--- config.mk ---
export PLATFORM = sky130hd
export DESIGN_NAME = systolic_tile_feeder
export DESIGN_NICKNAME = d
export VERILOG_FILES = /design/src/rtl/systolic_tile_feeder.sv
export SDC_FILE = /design/constraint.sdc
export NUM_CORES = 2
export LEC_CHECK = 0
export ABC_AREA = 1
export ABC_CLOCK_PERIOD_IN_PS = 36500
export BUFFER_PORTS_ARGS = -buffer_cell sky130_fd_sc_hd__buf_4
export CELL_PAD_IN_SITES_DETAIL_PLACEMENT = 1
export CELL_PAD_IN_SITES_GLOBAL_PLACEMENT = 1
export CORE_AREA = 3 3 488 490
export DETAILED_ROUTE_END_ITERATION = 12
export DIE_AREA = 0 0 491 493
export PLACE_DENSITY_LB_ADDON = 0.1
export SYNTH_ARGS = -nofsm -noshare
export SYNTH_HDL_FRONTEND = slang
export SYNTH_SLANG_ARGS = --single-unit
--- constraint.sdc ---
create_clock -name clk -period 36.5 [get_ports clk]
set_input_delay 3.65 -clock clk [delete_from_list [all_inputs] [get_ports clk]]
set_output_delay 3.65 -clock clk [all_outputs]
set_load 0.01 [all_outputs]
--- src/rtl/systolic_tile_feeder.sv ---
// Buffers one A/W operand tile and replays it into the PE cluster as a diagonally
// skewed wavefront: load -> stream -> drain -> done, one tile at a time.
module systolic_tile_feeder #(
  parameter int DIM          = 8,
  parameter int DW           = 16,
  parameter int DRAIN_CYCLES = 16
) (
  input  logic                clk,
  input  logic                rst_n,
  input  logic                i_en,
  input  logic                i_in_valid,
  output logic                o_in_ready,
  input  logic [DIM*DW-1:0]   i_in_act,
  input  logic [DIM*DW-1:0]   i_in_wgt,
  output logic [DIM*DW-1:0]   o_activations,
  output logic [DIM*DW-1:0]   o_weights,
  output logic [DIM-1:0]      o_done,
  output logic                o_busy,
  output logic                o_tile_done
);

  localparam int KW = (DIM > 1) ? $clog2(DIM) : 1;
  localparam int TW = $clog2(2 * DIM);
  localparam int CW = $clog2(DRAIN_CYCLES + 1);

  typedef enum logic [1:0] {S_LOAD, S_STREAM, S_DRAIN, S_DONE} state_t;

  state_t              r_state;
  logic [KW-1:0]       r_k;
  logic [TW-1:0]       r_t;
  logic [CW-1:0]       r_drain;
  logic                r_in_ready;
  logic                r_busy;
  logic                r_tile_done;
  logic [DIM*DW-1:0]   r_act;
  logic [DIM*DW-1:0]   r_wgt;
  logic [DIM-1:0]      r_done;

  logic                w_load_fire;
  logic [DIM*DW-1:0]   w_act_wave;
  logic [DIM*DW-1:0]   w_wgt_wave;
  logic [DIM-1:0]      w_done_wave;

  assign w_load_fire = (r_state == S_LOAD) && r_in_ready && i_in_valid;

  // Each lane owns its own column: lane i keeps A[i][*], lane j keeps W[*][j].
  // Both are read at step t-lane, which produces the diagonal skew.
  for (genvar gi = 0; gi < DIM; gi++) begin : g_lane
    logic [DW-1:0] r_act_mem [DIM];
    logic [DW-1:0] r_wgt_mem [DIM];
    logic [TW-1:0] w_diff;
    logic          w_in_range;

    always_ff @(posedge clk) begin
      if (w_load_fire) begin
        r_act_mem[r_k] <= i_in_act[gi*DW +: DW];
        r_wgt_mem[r_k] <= i_in_wgt[gi*DW +: DW];
      end
    end

    assign w_diff     = r_t - TW'(gi);
    assign w_in_range = (r_t >= TW'(gi)) && (w_diff <= TW'(DIM - 1));

    assign w_act_wave[gi*DW +: DW] = w_in_range ? r_act_mem[w_diff[KW-1:0]] : '0;
    assign w_wgt_wave[gi*DW +: DW] = w_in_range ? r_wgt_mem[w_diff[KW-1:0]] : '0;
    assign w_done_wave[gi]         = w_in_range && (w_diff == TW'(DIM - 1));
  end

  always_ff @(posedge clk or negedge rst_n) begin
    if (!rst_n) begin
      r_state     <= S_LOAD;
      r_k         <= '0;
      r_t         <= '0;
      r_drain     <= '0;
      r_in_ready  <= 1'b1;
      r_busy      <= 1'b0;
      r_tile_done <= 1'b0;
      r_act       <= '0;
      r_wgt       <= '0;
      r_done      <= '0;
    end else begin
      unique case (r_state)
        S_LOAD: begin
          if (w_load_fire) begin
            if (r_k == KW'(DIM - 1)) begin
              r_state    <= S_STREAM;
              r_k        <= '0;
              r_t        <= '0;
              r_in_ready <= 1'b0;
              r_busy     <= 1'b1;
            end else begin
              r_k <= r_k + 1'b1;
            end
          end
        end
        S_STREAM: begin
          if (i_en) begin
            r_act  <= w_act_wave;
            r_wgt  <= w_wgt_wave;
            r_done <= w_done_wave;
            r_t    <= r_t + 1'b1;
            if (r_t == TW'(2 * DIM - 2)) begin
              r_state <= S_DRAIN;
              r_drain <= '0;
            end
          end
        end
        S_DRAIN: begin
          if (i_en) begin
            r_act   <= '0;
            r_wgt   <= '0;
            r_done  <= '0;
            r_drain <= r_drain + 1'b1;
            if (r_drain == CW'(DRAIN_CYCLES - 1)) begin
              r_state     <= S_DONE;
              r_tile_done <= 1'b1;
              r_busy      <= 1'b0;
            end
          end
        end
        S_DONE: begin
          r_state     <= S_LOAD;
          r_tile_done <= 1'b0;
          r_k         <= '0;
          r_in_ready  <= 1'b1;
        end
        default: r_state <= S_LOAD;
      endcase
    end
  end

  assign o_in_ready    = r_in_ready;
  assign o_busy        = r_busy;
  assign o_tile_done   = r_tile_done;
  assign o_activations = r_act;
  assign o_weights     = r_wgt;
  assign o_done        = r_done;

endmodule

==> out/metrics.yaml <==
synth_ff_type: "edfxtp_1"
setup_tns_ps: 0
rows: 178
antenna_found_initial: 44
grt_pass1_wl_um: 413000
drt.antenna.violating_nets: 0
worstHoldPathType: "flop to flop"
worst_pin_slew_ps: 1260
ctsResizeCount: 0
peakVddDrop_mv: 0.0368
fin_crit_sh_pct: 18.0
syn_inst: 8051
dpl.hpwl_um: 146000
clk_path_buf_depth: 4
yosysTopAreaCellShare_pct: 65.8
finish.utilization_pct: 46.2
drive_above_1_share_pct: 12.8
finalSetupViolations: 0
path_max_fanout: 53
layout.cells.non_filler: 11867
grt_overflow: 0
syn_area_per_cell_um2: 11.6
place_inst: 11359
final_area_um2: 108000
vias_per_cell: 5.13
fmax_mhz: 152
cts_sinks: 2329
routedWlPerCell_um: 23.2
numCtsBuffers: 279
synthToLayoutAreaGrowth_pct: 16.0
dieArea_um2: 242000
synth_fp_nets: 8335
io_pins: 527
cts_hold_buf: 0
route.detailed.drc: 0
grt.total_usage_pct: 22.5
initial_utilization_pct: 39.8
tritoncts: "yes"
power_mw: 5.81
p_per_area_nw_per_um2: 53.6
drt_wl_total_um: 275000
post_dp_cell_area_um2: 99800
slew_headroom_pct: 15.8
status: "finished clean"
hold_path.startpoint: "o_activations[110]$_DFFE_PN0P_"
grt_pass1_vias: 64164
synth-edff-count: 2048
gp_congestion: 0.756
yosysSeqAreaShare_pct: 73.4
holdWs_ps: 481
fillers: 24614
syn_area_um2: 93400
multi_input_area_um2: 21900
crit_required_ps: 37000
drtIter0Drc: 3795
cap_violations: 0
synth_top_cells_by_area: "edfxtp_1 (66%), nand2_1 (11%), dfrtp_1 (7.5%)"
regArea_um2: 68500
worst_slack_ps: 29920
path_common_cell: "buf_4"
clkTransAtPathRegs_ps: 60
slowest_delay_ps: 860
slowest_stage: "buf_4"
yosys.cell_types.count: 32
crit_chain: "buf_4, nand3_1, inv_1, nand2_1, nor2_4, buf_4, buf_4, buf_4"
ys_ff_latch: 2329
endpoint_kind: "flop"
cp_top_family: "buffers and inverters"
die_y_um: 493
drtPass1Iterations: 7
grt_max_degree: 200
synth_warnings: 0
vias: 60839
r2r_start: "r_t[0]$_DFFE_PN0P_"
yosysTopAreaCell: "edfxtp_1"
power.leakage_nw: 42.2
hold_viol_final: 0
nNetsFinal: 8774
async_flop_share_pct: 12.1
die_w_um: 491
skew_ps: 47.4
path_buf_inv: 5
postCtsSetupBuffers: 0
place_ws_ps: 28980
rsz0062_at_grt: "false"
slew_viol_final: 0
core_area_um2: 235000
ctsRootBufferMaster: "clkbuf_16"
start_kind: "primary input"
min_period_ps: 6580
port_buffers: 526
insertion_delay_ps: 920
worst_ep_arrival_time_ps: 7070
htreeDepth: 5
crit_type: "primary input to flop"
cp-startpoint: "i_in_valid"
==> synth_stat cells, types with 4 or more instances <==
library cell / instances
dfrtp_1: 280
o21ai_0: 112
buf_2: 226
buf_6: 31
or2_1: 24
buf_1: 55
nand3_1: 1137
ha_1: 24
a21oi_1: 4
buf_4: 72
or2_0: 164
nor2_2: 5
inv_1: 160
clkbuf_1: 71
nand2_1: 2707
edfxtp_1: 2048
or2_2: 108
nor2_1: 798
==> worst paths after layout <==
kind | endpoint | slack, ps | cells past startpoint
min | o_activations[110]$_DFFE_PN0P_ | 480 | 2
max in group asynchronous | o_weights[23]$_DFFE_PN0P_ | 31810 | 3
max reg2reg | o_activations[84]$_DFFE_PN0P_ | 31020 | 10
max | g_lane[4].r_wgt_mem[5][13]$_DFFE_PP_ | 29920 | 8
min reg2reg | o_activations[110]$_DFFE_PN0P_ | 480 | 2
min in group asynchronous | o_activations[122]$_DFFE_PN0P_ | 2810 | 1
==> area by class of cell <==
cell class              count  share of cell area [%]
repair buffers            614                    4.42
clock buffers             390                    7.13
flip-flops and latches   2329                    63.3
inverters                 163                   0.595
multi-input cells        5103                    20.2
diodes                     24                  0.0554
well taps                3150                    3.64
clock inverters            94                   0.673
==> sequential cells by signal, summed over array words and instances (netlist names), 2 cells and up <==
signal,flops
o_weights,128
r_drain,5
r_k,3
g_lane.r_wgt_mem,1024
o_done,8
r_t,4
g_lane.r_act_mem,1024
r_state,2
o_activations,128
==> tightest hold or removal path: stages, from the launching register on <==
cell	delay [ps]
dfrtp_1	340
nand2_1	60
nand2_1	50
==> logic make-up (layout without fill, tap and decap cells) <==
group                    count (synthesis)  after routing  share of synthesized area (%)
multiplexers                             1              1                         0.0107
AO/OA/AOI/OAI                          124            124                          0.674
buffers and inverters                  619           1261                           3.34
AND/OR/NAND/NOR                       4948           4948                           22.2
other                                    0             24                              0
adder cells (fa/ha/maj)                 24             24                          0.321
XOR/XNOR                                 6              6                         0.0563
flip-flops                            2329           2329                           73.4
==> layout by cell type (no fill, tap or decap), types with 2 or more instances in the layout <==
cell	Yosys	final
diode_2	0	24
inv_2	2	2
clkbuf_1	71	85
o21ai_1	3	2
or2_0	164	164
a21oi_1	4	3
nor3_1	2	2
nand2_1	2707	2707
dfrtp_1	280	277
ha_4	0	2
buf_12	0	14
nor2_1	798	789
nand4_1	2	2
nor2_4	0	14
clkinv_2	0	39
o21ai_0	112	112
edfxtp_1	2048	2048
bufinv_16	0	11
inv_6	0	7
buf_4	72	599
xnor2_2	0	2
or2_2	108	108
clkinvlp_4	0	2
clkbuf_8	0	20
o22ai_1	3	3
inv_1	160	155
or2_1	24	24
dfrtp_4	0	3
xor2_1	3	2
clkbuf_16	0	285
ha_1	24	22
clkinv_1	0	38
nand3_1	1137	1137
==> metal layers <==
metal / vias to the layer above / global-route usage, % / wire (um)
met5: - / 0 / 163
met4: 24 / 5.56 / 5850
li1: 28117 / - / -
met2: 1082 / 38.2 / 135000
met3: 384 / 4.15 / 12700
met1: 31232 / 29.9 / 122000
==> power breakdown <==
part	total, mW	internal, mW	switching [mW]	leakage, nW
clock network	2.60	1.55	1.05	4.14
logic	0.306	0.0867	0.219	15.8
registers	2.90	2.90	0.00338	22.3
Power figures use the tool's default switching activity.
